===== src/rtl/rv32i_lsu_pkg.sv =====
// Shared types, funct3 codes and byte-enable helper for the RV32I load/store unit.
package rv32i_lsu_pkg;

  typedef enum logic [1:0] {IDLE, BUSY} lsu_state_t;

  localparam logic [2:0] LSU_B  = 3'b000;
  localparam logic [2:0] LSU_H  = 3'b001;
  localparam logic [2:0] LSU_W  = 3'b010;
  localparam logic [2:0] LSU_BU = 3'b100;
  localparam logic [2:0] LSU_HU = 3'b101;

  // Size comes from funct3[1:0]; the sign bit funct3[2] does not affect lanes.
  function automatic logic [3:0] lsu_be(input logic [2:0] funct3, input logic [1:0] addr_lo);
    case (funct3[1:0])
      2'b00:   return 4'b0001 << addr_lo;
      2'b01:   return 4'b0011 << addr_lo;
      default: return 4'b1111;
    endcase
  endfunction

endpackage


===== src/rtl/rv32i_load_align.sv =====
// Selects the addressed byte/halfword lane of a load word and sign/zero-extends it.
module rv32i_load_align
  import rv32i_lsu_pkg::*;
#(
  parameter int unsigned WIDTH = 32
) (
  input  logic [WIDTH-1:0] rdata_i,
  input  logic [1:0]       addr_lo_i,
  input  logic [2:0]       funct3_i,
  output logic [WIDTH-1:0] data_o
);

  logic [WIDTH-1:0] shifted;

  assign shifted = rdata_i >> {addr_lo_i, 3'b000};

  always_comb begin
    data_o = shifted;
    case (funct3_i)
      LSU_B:   data_o = {{(WIDTH-8){shifted[7]}}, shifted[7:0]};
      LSU_H:   data_o = {{(WIDTH-16){shifted[15]}}, shifted[15:0]};
      LSU_BU:  data_o = {{(WIDTH-8){1'b0}}, shifted[7:0]};
      LSU_HU:  data_o = {{(WIDTH-16){1'b0}}, shifted[15:0]};
      default: data_o = shifted;
    endcase
  end

endmodule


===== src/rtl/rv32i_lsu.sv =====
// MEM stage: issues req/ack data-memory accesses, aligns load data and acts as the
// MEM/WB register, stalling upstream while an access is outstanding.
module rv32i_lsu
  import rv32i_lsu_pkg::*;
#(
  parameter int unsigned WIDTH       = 32,
  parameter int unsigned ACK_TIMEOUT = 64
) (
  input  logic             i_clk,
  input  logic             i_rst,
  input  logic             i_valid,
  input  logic             i_mem_read,
  input  logic             i_mem_write,
  input  logic [2:0]       i_funct3,
  input  logic [WIDTH-1:0] i_addr,
  input  logic [WIDTH-1:0] i_store_data,
  input  logic [WIDTH-1:0] i_alu_result,
  input  logic [4:0]       i_rd,
  input  logic             i_reg_write,
  output logic             o_stall,
  output logic             o_dmem_req,
  output logic             o_dmem_we,
  output logic [WIDTH-1:0] o_dmem_addr,
  output logic [3:0]       o_dmem_be,
  output logic [WIDTH-1:0] o_dmem_wdata,
  input  logic             i_dmem_ack,
  input  logic [WIDTH-1:0] i_dmem_rdata,
  output logic             o_wb_valid,
  output logic             o_wb_we,
  output logic [4:0]       o_wb_rd,
  output logic [WIDTH-1:0] o_wb_data,
  output logic             o_fault,
  output logic [WIDTH-1:0] o_fault_addr
);

  localparam int unsigned CntW = (ACK_TIMEOUT > 1) ? $clog2(ACK_TIMEOUT) : 1;
  localparam logic [CntW-1:0] CntMax = CntW'((ACK_TIMEOUT == 0) ? 0 : ACK_TIMEOUT - 1);

  lsu_state_t       state_q;
  logic [CntW-1:0]  cnt_q;
  logic             req_q, we_q, reg_write_q;
  logic [WIDTH-1:0] addr_q, wdata_q;
  logic [3:0]       be_q;
  logic [2:0]       funct3_q;
  logic [4:0]       rd_q;
  logic             wb_valid_q, wb_we_q, fault_q;
  logic [4:0]       wb_rd_q;
  logic [WIDTH-1:0] wb_data_q, fault_addr_q;

  logic             is_mem, f3_ok, misaligned, req_fault, accept, timeout;
  logic [WIDTH-1:0] store_rep, load_data;

  assign is_mem = i_valid & (i_mem_read | i_mem_write);

  always_comb begin
    f3_ok = 1'b0;
    case (i_funct3)
      LSU_B, LSU_H, LSU_W: f3_ok = 1'b1;
      LSU_BU, LSU_HU:      f3_ok = ~i_mem_write;
      default:             f3_ok = 1'b0;
    endcase
    misaligned = ((i_funct3[1:0] == 2'b01) & i_addr[0]) |
                 ((i_funct3[1:0] == 2'b10) & (|i_addr[1:0]));
    case (i_funct3[1:0])
      2'b00:   store_rep = {(WIDTH/8){i_store_data[7:0]}};
      2'b01:   store_rep = {(WIDTH/16){i_store_data[15:0]}};
      default: store_rep = i_store_data;
    endcase
  end

  assign req_fault = is_mem & (~f3_ok | misaligned);
  assign accept    = (state_q == IDLE) & is_mem & ~req_fault;
  assign timeout   = (state_q == BUSY) & ~i_dmem_ack & (ACK_TIMEOUT != 0) & (cnt_q == CntMax);
  // Stall drops in the ack or timeout cycle so the next instruction issues gap-free.
  assign o_stall   = ~i_rst & (accept | ((state_q == BUSY) & ~i_dmem_ack & ~timeout));

  rv32i_load_align #(
    .WIDTH(WIDTH)
  ) u_load_align (
    .rdata_i  (i_dmem_rdata),
    .addr_lo_i(addr_q[1:0]),
    .funct3_i (funct3_q),
    .data_o   (load_data)
  );

  always_ff @(posedge i_clk or posedge i_rst) begin
    if (i_rst) begin
      state_q      <= IDLE;
      cnt_q        <= '0;
      req_q        <= 1'b0;
      we_q         <= 1'b0;
      reg_write_q  <= 1'b0;
      addr_q       <= '0;
      wdata_q      <= '0;
      be_q         <= '0;
      funct3_q     <= '0;
      rd_q         <= '0;
      wb_valid_q   <= 1'b0;
      wb_we_q      <= 1'b0;
      wb_rd_q      <= '0;
      wb_data_q    <= '0;
      fault_q      <= 1'b0;
      fault_addr_q <= '0;
    end else begin
      wb_valid_q <= 1'b0;
      fault_q    <= 1'b0;
      case (state_q)
        IDLE: begin
          cnt_q <= '0;
          if (i_valid & ~is_mem) begin
            wb_valid_q <= 1'b1;
            wb_we_q    <= i_reg_write;
            wb_rd_q    <= i_rd;
            wb_data_q  <= i_alu_result;
          end else if (req_fault) begin
            fault_q      <= 1'b1;
            fault_addr_q <= i_addr;
          end else if (accept) begin
            state_q     <= BUSY;
            req_q       <= 1'b1;
            we_q        <= i_mem_write;
            addr_q      <= i_addr;
            be_q        <= lsu_be(i_funct3, i_addr[1:0]);
            wdata_q     <= store_rep;
            funct3_q    <= i_funct3;
            rd_q        <= i_rd;
            reg_write_q <= i_reg_write;
          end
        end
        BUSY: begin
          if (i_dmem_ack) begin
            state_q    <= IDLE;
            req_q      <= 1'b0;
            wb_valid_q <= 1'b1;
            wb_we_q    <= ~we_q & reg_write_q;
            wb_rd_q    <= rd_q;
            if (!we_q) wb_data_q <= load_data;
          end else if (timeout) begin
            state_q      <= IDLE;
            req_q        <= 1'b0;
            fault_q      <= 1'b1;
            fault_addr_q <= addr_q;
          end else begin
            cnt_q <= cnt_q + CntW'(1);
          end
        end
        default: state_q <= IDLE;
      endcase
    end
  end

  assign o_dmem_req   = req_q;
  assign o_dmem_we    = we_q;
  assign o_dmem_addr  = {addr_q[WIDTH-1:2], 2'b00};
  assign o_dmem_be    = be_q;
  assign o_dmem_wdata = wdata_q;
  assign o_wb_valid   = wb_valid_q;
  assign o_wb_we      = wb_we_q;
  assign o_wb_rd      = wb_rd_q;
  assign o_wb_data    = wb_data_q;
  assign o_fault      = fault_q;
  assign o_fault_addr = fault_addr_q;

endmodule


===== config.mk =====
export PLATFORM = sky130hd
export DESIGN_NAME = rv32i_lsu
export DESIGN_NICKNAME = d
export VERILOG_FILES = /design/src/rtl/rv32i_lsu_pkg.sv /design/src/rtl/rv32i_load_align.sv /design/src/rtl/rv32i_lsu.sv
export SDC_FILE = /design/constraint.sdc
export NUM_CORES = 1
export LEC_CHECK = 0
export BUFFER_PORTS_ARGS = -buffer_cell sky130_fd_sc_hd__buf_2
export CAP_MARGIN = 15
export CORE_AREA = 4 4 126 140
export CTS_CLUSTER_DIAMETER = 60
export CTS_CLUSTER_SIZE = 8
export DETAILED_ROUTE_END_ITERATION = 10
export DIE_AREA = 0 0 130 144
export PLACE_DENSITY_LB_ADDON = 0.25
export SKIP_CTS_REPAIR_TIMING = 1
export SYNTH_ARGS = -nofsm -noshare
export SYNTH_HDL_FRONTEND = slang
export SYNTH_SLANG_ARGS = --single-unit

===== constraint.sdc =====
create_clock -name i_clk -period 5.7 [get_ports i_clk]
set_input_delay 0.285 -clock i_clk [delete_from_list [all_inputs] [get_ports i_clk]]
set_output_delay 0.285 -clock i_clk [all_outputs]
set_load 0.02 [all_outputs]

# After elaboration in Yosys (flattened, before gate mapping)
# Index checks and enable logic that the tools add are counted.
# totals
regBits	159
input_bits	143
out_inout_bits	143
# classes
muxes	42
n_reduce_logical	15
bitwise_logic	25
n_addsub	1
n_eq_ne	22
shift	3
# op_table
operator	count
$mux W32	7
$pmux W32 S2	3
$pmux W32 S4	1
$shr A32 B5 Y32	1
$ne A2 B2 Y1 const B	9
$mux W1	13
$and A1 B1 Y1	12
$eq A3 B3 Y1 const B	4
$mux W6	2
$pmux W6 S2	1
$reduce_and A4 Y1	3
$mux W2	5
$mux W5	2
$pmux W1 S2	5
$pmux W5 S2	1
$reduce_and A5 Y1	2
$not A1 Y1	9
$pmux W4 S2	1
$add A6 B1 Y6 const B	1
$eq A3 B1 Y1 const B	2
$eq A6 B6 Y1 const B	1
$logic_not A3 Y1	2
$reduce_and A3 Y1	2
$eq A2 B1 Y1 const B	2
12 further kinds	17

# Logic depth before layout (Yosys ltp)
# Gate-level depths: netlist (run 1).
# logic_depth
word_depth	12
mapped_depth	7

# Modules after synthesis
# A second synthesis (run 1) with hierarchy kept.
# hier_totals
cells_unflattened	677
hier_area_um2	8025.2
# by_module_without_submodules
mod	area_each_um2	instances	seq_area_each_um2	cells_each
rv32i_lsu	7330.8	1	3928.8	570
rv32i_load_align	694.4	1	0.0	107

# Least setup slack after synthesis (run 1)
# OpenSTA, ideal clock, no wires.
# synth_timing
path_type	reg2out
from	register, netlist name o_dmem_req
to	output o_stall
setup_slack_ns	3.456
stages_incl_launch_ff	7
arrival_ns	1.959
path_cell_list	dfrtp_1 buf_2 buf_2 buf_2 clkbuf_1 nand2_1 a21oi_1
# synth_lines
element	line	source
end: declaration	rv32i_lsu.sv:20	output logic o_stall,

==> impl_results.md, run 1 <==
* Register bit count reported by yosys at 157
* Number of global-route vias before repair at 6105
* Worst reg-to-reg path cell count at 4
* Global placement routability congestion at 0.896
* Kind of critical path: reg -> out
* Maximum buffer depth of the clock tree at 2
* Status: finished, final reports clean
* Met1 routed wirelength after detailed routing at 7.95 mm
* Type of element capturing the critical path: output port
* Worst Skew at 0.00590 ns
* Slew of the pin with the lowest slew margin at 1.01 ns
* Post-synthesis to final-layout area growth at 24.5%
* Iteration-0 DRC count of the detailed router at 308
* Share of the yosys chip area belonging to registers at 50.9%
* Ys flop type: sky130_fd_sc_hd__dfrtp_1
* Met3 layer wire length in the routed design at 1.79 mm
* Area of placed instances at 0.00903 mm²
* Syn_area_per_cell at 11.4 µm²
* Number of levels the H-tree was split into at 4
* Top cells by area, synth: sky130_fd_sc_hd__dfrtp_1 51%, sky130_fd_sc_hd__mux2_2 19%, sky130_fd_sc_hd__mux2i_1 4.4%, sky130_fd_sc_hd__o21ai_0 3.4%, sky130_fd_sc_hd__nand2_1 3.4%
* Arrival time reported for the critical path endpoint at 3.23 ns
* Count of endpoints failing hold in the final timing report at 0
* Final hold slack at 0.0343 ns
* Die width at 130 µm
* Global Route Usage Sum at 22.3%
* Detailed placer's ending HPWL at 15.4 mm
* Final antenna-violating net count at 0
* Synthesized instance count at 679
* WL/cell at 18.8 µm
* TritonCTS Sinks at 157
* Peak supply drop at 198 µV
* Number of ports placed on the die boundary at 286
* Via density at 5.42
* Number of nets in the layout at 1057
* Root buffer cell: sky130_fd_sc_hd__clkbuf_16
* Share of total power consumed by net switching at 36.4%
* Finished Core Util at 59.4%
* Combinational cell fraction of total power at 33.7%
* Cell taking the most area after synthesis: sky130_fd_sc_hd__dfrtp_1
* Cell area after synthesis at 0.00772 mm²
* Vertical die dimension at 144 µm
* EDFF count, synth at 0
* Pwr Total at 4.20 mW
* Setup TNS after final layout at 0 ns
* TritonCTS buffer count at 17
* Floorplan core area at 0.0162 mm²
* Share of power burned in registers at 40.1%
* Clock-pin transition on the worst setup and hold timing paths at 0.06 ns
* First-pass GRT wire length at 32.2 mm
* FP Rows at 49
* Starting utilization of the core area at 47.7%
* Power density over the cells at 438 mW/mm²
* Yosys top cell area share at 50.9%
* Final count of negative-setup-slack endpoints at 0
* Routed wire length on met2 at 10.7 mm
* Layout cell share with drive strength beyond 1 at 49.8%
* Path category of the worst min-delay check: in -> async
* Power share of the clock group at 26.2%
* Top routing layer in use: met4
* Count of synthesis-stage warnings from yosys at 0
* Leakage power summed over all cells at 4.59 nW
* Library cells used by synthesis at 42
* Switching pwr at 1.53 mW
* Share of the clock period used by the worst path at 61.6%
* Final max-slew violation count at 0
* Headroom to the max-slew limit at 33.0%
* Clk Latency, worst-skew pair at 0.41 ns
* Setup repair after global routing missed its margin: false
* Post-Layout Inst Area at 0.00961 mm²
* Global route total overflow at 0
* Peak clock frequency supported by timing at 0.285 GHz
* Maximum Capacitance Violations at 0
* Ys async rst share at 100%
* DIE AREA at 0.0187 mm²
* Internal at 2.67 mW
* Maximum number of pins on one net before global-route repair at 90
* Post-Route WL at 21.3 mm
* Final critical-path required period at 3.51 ns
* Total via count after detailed routing at 6136
* Critical path launch point type: flip-flop
* CP Data Required Time at 5.41 ns
* TritonCTS clock tree: yes
* Antenna violations before repair at 2
* Length of the first detailed-routing pass in iterations at 5
* DR DRC count at 0
* Number of port buffers at 283
* Maximum fanout encountered on the critical timing path at 80
## cell type report
class,instances,area (µm²)
tap,204,255
fill,1424,6580
timing repair buffer,289,1460
clock buffer,23,488
antenna,2,5.00
multi-input combinational,441,3350
sequential,157,3930
clock inverter,9,83.8
inverter,7,31.3
## logic make-up after synthesis
logic type	synth area share, %
muxes	25.0
buffers and inverters	5.97
DFF	50.9
adders and majority gates	0.162
AOI/OAI and AO/OA	9.48
xor gates and xnor gates	0.114
and+or+nand+nor	8.33
other	0.0486
## power groups by stage
stage	sequential, mW	clock, mW	combinational [mW]
3_3_place_gp	1.69	0	1.41
2_1_floorplan	1.93	0	0.737
4_1_cts	1.69	1.12	1.44
5_1_grt	1.73	1.18	1.53
6_report	1.69	1.10	1.42
3_5_place_dp	1.70	0	1.44
## state kept, by name, summed over array words and instances, names as in the netlist
| name | cells |
|---|---|
| reg_write_q | 1 |
| o_wb_valid | 1 |
| o_dmem_be | 4 |
| o_wb_data | 32 |
| o_fault | 1 |
| o_wb_we | 1 |
| o_dmem_req | 1 |
| o_fault_addr | 32 |
| cnt_q | 6 |
| rd_q | 5 |
| o_dmem_we | 1 |
| addr_q | 32 |
| o_wb_rd | 5 |
| o_dmem_wdata | 32 |
| funct3_q | 3 |
## metal layers
metal  vias up  global-route usage [%]
met4         0                    10.7
met5         -                       0
li1       2846                       -
met1      2961                    26.3
met3        48                    6.02
met2       281                    37.7
## through the flow
step	std cells	setup slack [ns]
6_report	1132	2.19
5_1_grt	1132	1.92
4_1_cts	1130	2.17
3_5_place_dp	1098	2.47
3_3_place_gp	1098	2.53
2_1_floorplan	680	1.18
## cells in the final DEF (no fill, tap or decap), types with 3 or more instances in the layout
cell type | synthesis | layout
sky130_fd_sc_hd__a211oi_1 | 16 | 16
sky130_fd_sc_hd__a21oi_1 | 30 | 30
sky130_fd_sc_hd__a221oi_1 | 9 | 9
sky130_fd_sc_hd__buf_2 | 20 | 283
sky130_fd_sc_hd__buf_4 | 32 | 6
sky130_fd_sc_hd__clkbuf_16 | 0 | 17
sky130_fd_sc_hd__clkbuf_8 | 0 | 4
sky130_fd_sc_hd__clkinv_2 | 0 | 4
sky130_fd_sc_hd__dfrtp_1 | 157 | 156
sky130_fd_sc_hd__inv_1 | 7 | 6
sky130_fd_sc_hd__inv_6 | 0 | 3
sky130_fd_sc_hd__mux2_2 | 127 | 127
sky130_fd_sc_hd__mux2i_1 | 34 | 34
sky130_fd_sc_hd__mux4_2 | 7 | 7
sky130_fd_sc_hd__nand2_1 | 70 | 70
sky130_fd_sc_hd__nor2_1 | 43 | 43
sky130_fd_sc_hd__nor2b_1 | 3 | 3
sky130_fd_sc_hd__nor3_1 | 16 | 16
sky130_fd_sc_hd__nor3b_1 | 3 | 3
sky130_fd_sc_hd__o21ai_0 | 53 | 53
## synthesized netlist by cell type, types with 2 or more instances
master / n
sky130_fd_sc_hd__nor2_1: 43
sky130_fd_sc_hd__nor3_1: 16
sky130_fd_sc_hd__a211oi_1: 16
sky130_fd_sc_hd__mux2i_1: 34
sky130_fd_sc_hd__buf_1: 3
sky130_fd_sc_hd__buf_4: 32
sky130_fd_sc_hd__nor2b_1: 3
sky130_fd_sc_hd__a21oi_1: 30
sky130_fd_sc_hd__inv_1: 7
sky130_fd_sc_hd__o21ai_0: 53
sky130_fd_sc_hd__nand3_1: 2
sky130_fd_sc_hd__a31oi_1: 2
sky130_fd_sc_hd__o21a_1: 2
sky130_fd_sc_hd__buf_2: 20
sky130_fd_sc_hd__dfrtp_1: 157
sky130_fd_sc_hd__clkbuf_1: 19
sky130_fd_sc_hd__nand3b_1: 2
sky130_fd_sc_hd__or2_2: 2
sky130_fd_sc_hd__mux4_2: 7
sky130_fd_sc_hd__a221oi_1: 9
sky130_fd_sc_hd__and2_1: 2
sky130_fd_sc_hd__nand2_1: 70
sky130_fd_sc_hd__mux2_2: 127
sky130_fd_sc_hd__nor3b_1: 3
## path summary, 6_finish.rpt
path | start | to | slack [ns]
max | o_dmem_req | o_stall | 2.19
min | i_rst | addr_q[26] | 0.03
max reg2reg | o_dmem_req | o_wb_data[31] | 2.46
min reg2reg | o_wb_rd[3] | o_wb_rd[3] | 0.47
max in group asynchronous | i_rst | addr_q[15] | 4.22
min in group i_clk | i_addr[26] | addr_q[26] | 0.11
## worst max-delay path, cell delays in order (launching register included)
cell and delay, ns:
sky130_fd_sc_hd__dfrtp_4 1.10, sky130_fd_sc_hd__inv_1 0.49, sky130_fd_sc_hd__o211ai_1 0.24, sky130_fd_sc_hd__buf_4 0.60
sky130_fd_sc_hd__a21oi_1 0.14, sky130_fd_sc_hd__buf_2 0.20
(Power assumes the default switching activity.)
==> run 2: changes to the inputs <==
- ABC_AREA: default -> 1
- CORE_AREA: 4 4 126 140 -> 4 4 133 147
- DIE_AREA: 0 0 130 144 -> 0 0 137 151
- clock period: 5.7 -> 3 ns (I/O delays scaled with it)
==> run 2 against run 1 <==
Against the previous run:
- the flow now finishes with violations (hold timing)
- largest power group unchanged
- clock power increased by 110%
- non-clock buffer count increased by 20
- combinational power increased by 85%
- synthesized cell count increased by 63%
- worst hold slack got worse by 0.038 ns
- global-route usage increased by 0.75 points
- register-to-register slack got worse by 1.6 ns
==> impl_results.md, run 2 <==
* Status: finished with violations
* Violated checks: hold timing
* Number of ports placed on the die boundary at 286
* Arrival time reported for the critical path endpoint at 2.15 ns
* Root buffer cell: sky130_fd_sc_hd__clkbuf_16
* Most frequent standard cell in the layout excluding fill and tap cells: sky130_fd_sc_hd__nand2_1
* Headroom to the max-slew limit at 32.4%
* Die width at 137 µm
* FP Rows at 52
* Share of total power consumed by net switching at 38.4%
* Internal at 4.90 mW
* Setup TNS after final layout at 0 ns
* Ys async rst share at 100%
* Number of nets in the layout at 1487
* Destination of the worst register-to-register timing path: o_wb_data[25]
* DIE AREA at 0.0207 mm²
* Yosys top cell area share at 48.0%
* Maximum number of pins on one net before global-route repair at 117
* Number of levels the H-tree was split into at 4
* Top cells by area, synth: sky130_fd_sc_hd__dfrtp_1 48%, sky130_fd_sc_hd__nand2_1 22%, sky130_fd_sc_hd__o21ai_0 7.3%, sky130_fd_sc_hd__nand3_1 5.1%, sky130_fd_sc_hd__inv_1 3.8%
* Post-Route WL at 24.6 mm
* First-pass GRT wire length at 37.6 mm
* Number of port buffers at 283
* Clock-pin transition on the worst setup and hold timing paths at 0.07 ns
* Total via count after detailed routing at 7939
* Inserted Diodes at 0
* Peak supply drop at 423 µV
* CP Data Required Time at 2.85 ns
* FF-to-FF setup slack at 0.83 ns
* Count of synthesis-stage warnings from yosys at 0
* Cell with the most instances after synthesis: sky130_fd_sc_hd__nand2_1
* TritonCTS Sinks at 157
* Type of element capturing the critical path: output port
* Kind of critical path: reg -> out
* Final critical-path required period at 2.30 ns
* Power share of the clock group at 28.5%
* Path category of the worst min-delay check: in -> reg
* Slowest stage delay, CP at 0.61 ns
* Vertical die dimension at 151 µm
* Floorplan core area at 0.0182 mm²
* Register bit count reported by yosys at 157
* Clk Latency, worst-skew pair at 0.42 ns
* Detailed placer's ending HPWL at 17.6 mm
* Cells along the critical path: nor3_4 > nand3_4 > buf_4 > a21oi_2 > buf_2
* Syn_area_per_cell at 7.40 µm²
* Capture point of the critical path: o_stall
* Power density over the cells at 781 mW/mm²
* Area of placed instances at 0.00943 mm²
* R2r startpoint: o_dmem_req
* Worst reg-to-reg path cell count at 6
* Number of global-route vias before repair at 7414
* WL/cell at 15.4 µm
* Share of the yosys chip area belonging to registers at 48.0%
* TritonCTS clock tree: yes
* Count of endpoints failing hold in the final timing report at 1
* Global Route Usage Sum at 23.0%
* Setup repair after global routing missed its margin: false
* Crit path from: o_dmem_req
* Iteration-0 DRC count of the detailed router at 563
* Pwr Total at 7.96 mW
* Combinational cell fraction of total power at 33.0%
* Slew of the pin with the lowest slew margin at 1.01 ns
* Via density at 4.96
* Length of the first detailed-routing pass in iterations at 8
* Global route total overflow at 0
* Maximum Capacitance Violations at 0
* EDFF count, synth at 0
* TritonCTS buffer count at 17
* Global placement routability congestion at 0.950
* Leakage power summed over all cells at 5.84 nW
* Ys flop type: sky130_fd_sc_hd__dfrtp_1
* Final antenna-violating net count at 0
* Maximum buffer depth of the clock tree at 2
* Library cells used by synthesis at 30
* Critical path launch point type: flip-flop
* Final max-slew violation count at 0
* Cell area after synthesis at 0.00818 mm²
* Cell taking the most area after synthesis: sky130_fd_sc_hd__dfrtp_1
* Worst Skew at 0.0102 ns
* Post-Layout Inst Area at 0.0102 mm²
* Top cell types by occurrence after synthesis: 479 x sky130_fd_sc_hd__nand2_1, 157 x sky130_fd_sc_hd__dfrtp_1, 120 x sky130_fd_sc_hd__o21ai_0
* Switching pwr at 3.06 mW
* Leading cell types in the layout, fill and taps excluded: 479 x sky130_fd_sc_hd__nand2_1, 283 x sky130_fd_sc_hd__buf_2, 156 x sky130_fd_sc_hd__dfrtp_1
* Final hold slack at -0.00385 ns
* Maximum fanout encountered on the critical timing path at 34
* Starting utilization of the core area at 44.9%
* Peak clock frequency supported by timing at 0.434 GHz
* Worst path slowest cell: sky130_fd_sc_hd__dfrtp_4
* Finished Core Util at 56.0%
* Final count of negative-setup-slack endpoints at 0
* Share of the clock period used by the worst path at 76.8%
* Synthesized instance count at 1106
* Post-synthesis to final-layout area growth at 24.6%
* Antenna violations before repair at 3
* Share of power burned in registers at 38.5%
* DR DRC count at 0
* Layout cell share with drive strength beyond 1 at 26.0%
==> run 2: cell type report <==
| class | count | area (µm²) |
|---|---|---|
| Tap cell | 243 | 304 |
| Inverter | 88 | 334 |
| Sequential cell | 157 | 3930 |
| Fill cell | 1773 | 8020 |
| Clock inverter | 14 | 179 |
| Multi-Input combinational cell | 770 | 3350 |
| Timing Repair Buffer | 309 | 1660 |
| Clock buffer | 18 | 439 |
==> run 2: cell families (layout without fill, tap and decap cells) <==
| logic type | count (synthesis) | count (layout) | share of synthesized area (%) |
|---|---|---|---|
| adder cells (fa/ha/maj) | 1 | 1 | 0.153 |
| buffers and inverters | 180 | 429 | 11.2 |
| AO/OA/AOI/OAI | 155 | 155 | 10.1 |
| XOR/XNOR | 2 | 2 | 0.214 |
| other | 1 | 2 | 0.0458 |
| AND/OR/NAND/NOR | 610 | 610 | 30.2 |
| flip-flops | 157 | 157 | 48.0 |
==> run 2: worst min path at each step <==
stage | startpoint | to | slack [ns] | cells past startpoint
detailed placement | i_rst | o_dmem_wdata[15] | 0.16 | 2
floorplan | i_mem_write | o_dmem_we | 0.26 | 2
global placement | i_rst | o_dmem_wdata[15] | 0.14 | 2
CTS | i_rst | o_dmem_wdata[28] | -0.31 | 2
global route | i_addr[3] | addr_q[3] | 0.0001 | 3
finish | i_addr[29] | addr_q[29] | -0.004 | 3
==> run 2: critical path, delay by kind of cell (launching register included) <==
kind / cells / cell delay [ns]
compound gates: 1 / 0.17
buf+inv: 2 / 0.47
flops: 1 / 0.61
simple gates: 2 / 0.48
==> run 2: power groups by stage <==
stage | clock network [mW] | registers [mW] | logic [mW]
detailed placement | 0 | 3.08 | 2.64
CTS | 2.32 | 3.06 | 2.64
finish | 2.27 | 3.06 | 2.63
global route | 2.42 | 3.13 | 2.90
floorplan | 0 | 3.55 | 1.33
global placement | 0 | 3.09 | 2.60
==> run 2: per-stage QoR <==
stage	worst slack (ns)	hold WS (ns)	instances
5_1_grt	0.571	0.000141	1599
6_report	0.697	-0.00385	1599
2_1_floorplan	0.863	0.260	1107
4_1_cts	0.662	-0.305	1584
3_3_place_gp	0.784	0.141	1552
3_5_place_dp	0.752	0.155	1552
==> run 2: routing by layer <==
| metal | vias up | GRT usage [%] | part of all wire (%) |
|---|---|---|---|
| met3 | 43 | 5.81 | 8.4 |
| met4 | 6 | 7.24 | 2.1 |
| met5 | - | 0 | 0.11 |
| met1 | 3651 | 29.4 | 41 |
| met2 | 323 | 38.4 | 48 |
| li1 | 3916 | - | - |
==> run 3: changes to the inputs <==
- ABC_AREA: 1 -> 0
- CORE_AREA: 4 4 133 147 -> 4 4 126 140
- DIE_AREA: 0 0 137 151 -> 0 0 130 144
- clock period: 3 -> 2.15 ns (I/O delays scaled with it)
==> run 3 against run 2 <==
Against the previous run:
- the flow still finishes with violations (hold timing)
- register-to-register slack lost 0.73 ns
- total power is 46% higher
- highest routed layer unchanged
- first-iteration DRC count is 49% lower
- cell count shrank 24%
- combinational power increased by 54%
- clock skew hardly changed
- worst setup slack got worse by 0.60 ns
- critical path type is now reg -> reg
- wire length shrank 8.1%
- sequential power up 43%
==> impl_results.md, run 3 (synthesis results as in run 1) <==
* Status: finished with violations
* Violated checks: hold timing
* Final critical-path required period at 2.05 ns
* Pwr Total at 11.6 mW
* Worst path slowest cell: sky130_fd_sc_hd__or4b_1
* Iteration-0 DRC count of the detailed router at 285
* CP Data Required Time at 2.45 ns
* Worst Skew at 0.00998 ns
* TritonCTS buffer count at 17
* Maximum fanout encountered on the critical timing path at 16
* Detailed placer's ending HPWL at 15.9 mm
* Number of ports placed on the die boundary at 286
* Number of global-route vias before repair at 6338
* Headroom to the max-slew limit at 49.9%
* Share of the clock period used by the worst path at 95.5%
* Setup repair after global routing missed its margin: false
* Slew of the pin with the lowest slew margin at 0.749 ns
* Type of element capturing the critical path: flip-flop
* Layout cell share with drive strength beyond 1 at 47.9%
* Place WS at 0.108 ns
* Placed cells at 1117
* Global route total overflow at 0
* Crit path from: o_dmem_req
* Floorplan core area at 0.0162 mm²
* Top delay family on crit path: compound AO/OA/AOI/OAI gates
* DR DRC count at 0
* Clock-pin transition on the worst setup and hold timing paths at 0.06 ns
* Number of nets in the layout at 1138
* Maximum Capacitance Violations at 0
* Total via count after detailed routing at 6476
* Leakage power summed over all cells at 4.99 nW
* Count of buffering cells on the critical path with inverters included at 1
* R2r startpoint: o_dmem_req
* Peak supply drop at 516 µV
* Die width at 130 µm
* Clk Latency, worst-skew pair at 0.42 ns
* Final hold slack at -0.0207 ns
* TritonCTS Sinks at 157
* Setup TNS after final layout at 0 ns
* Number of levels the H-tree was split into at 4
* Global Route Usage Sum at 22.6%
* Post-Route WL at 22.6 mm
* TritonCTS clock tree: yes
* Final antenna-violating net count at 0
* WL/cell at 18.7 µm
* Number of port buffers at 283
* Final max-slew violation count at 0
* Kind of critical path: reg -> reg
* DIE AREA at 0.0187 mm²
* Vertical die dimension at 144 µm
* Slowest stage delay, CP at 0.61 ns
* Antenna violations before repair at 2
* Post-synthesis to final-layout area growth at 36.0%
* Count of endpoints failing hold in the final timing report at 10
* Leading cell types in the layout, fill and taps excluded: 283 x sky130_fd_sc_hd__buf_2, 156 x sky130_fd_sc_hd__dfrtp_1, 127 x sky130_fd_sc_hd__mux2_2
* Cells along the critical path: or4b_1 > o21a_4 > a311oi_4 > buf_12 > a211oi_1
* Most frequent standard cell in the layout excluding fill and tap cells: sky130_fd_sc_hd__buf_2
* Arrival time reported for the critical path endpoint at 2.35 ns
* Finished Core Util at 64.9%
* Starting utilization of the core area at 47.7%
* Final Instance Count excl. Fillers at 1212
* Path category of the worst min-delay check: in -> reg
* Maximum number of pins on one net before global-route repair at 81
* Power density over the cells at 1110 mW/mm²
* Length of the first detailed-routing pass in iterations at 4
* Peak clock frequency supported by timing at 0.487 GHz
* Via density at 5.34
* Final count of negative-setup-slack endpoints at 0
* Maximum buffer depth of the clock tree at 2
* Root buffer cell: sky130_fd_sc_hd__clkbuf_16
* PnR worst setup slack at 0.0971 ns
* Global placement routability congestion at 0.871
* Hold Path Origin: i_store_data[26]
* Critical path launch point type: flip-flop
* First-pass GRT wire length at 32.8 mm
* FP Rows at 49
## run 3: worst min-delay path, delay by kind of cell
kind	cells	cell delay (ns)
compound gates	2	0.17
buf+inv	1	0.08
## run 3: where the power goes
part	switching (mW)	internal [mW]
clock network	1.23	1.95
registers	0.540	3.83
logic	2.37	1.68
## run 3: layer usage
metal	routed length, µm	vias to the layer above	global-route usage (%)
met5	35	-	0
li1	-	3005	-
met2	11500	275	38.8
met3	1630	58	5.69
met1	8650	3134	26.5
met4	798	4	10.7
## run 3: per-stage QoR
stage | hold slack (ns) | cell area (µm²)
2_1_floorplan | 0.243 | 7720
3_3_place_gp | 0.197 | 9250
3_5_place_dp | 0.198 | 9250
4_1_cts | -0.252 | 9870
5_1_grt | 0.00579 | 10500
6_report | -0.0207 | 10500
## run 3: final timing paths
check | slack [ns] | to | cells past startpoint
setup / recovery | 0.1 | o_wb_data[30] | 5
hold / removal | -0.02 | o_dmem_wdata[26] | 3
setup reg to reg | 0.1 | o_wb_data[30] | 5
hold reg to reg | 0.47 | o_dmem_be[0] | 2
max in group asynchronous | 1.10 | o_dmem_wdata[25] | 4
min in group asynchronous | 0.33 | rd_q[4] | 3
## run 3: final cells by class
cell class                      count  area (µm²)
Fill cell                        1315        5690
Tap cell                          204         255
Antenna cell                        2        5.00
Timing Repair Buffer              370        2300
Clock inverter                     12         185
Multi-Input combinational cell    441        3350
Clock buffer                       19         433
Inverter                            7        30.0
Sequential cell                   157        3930
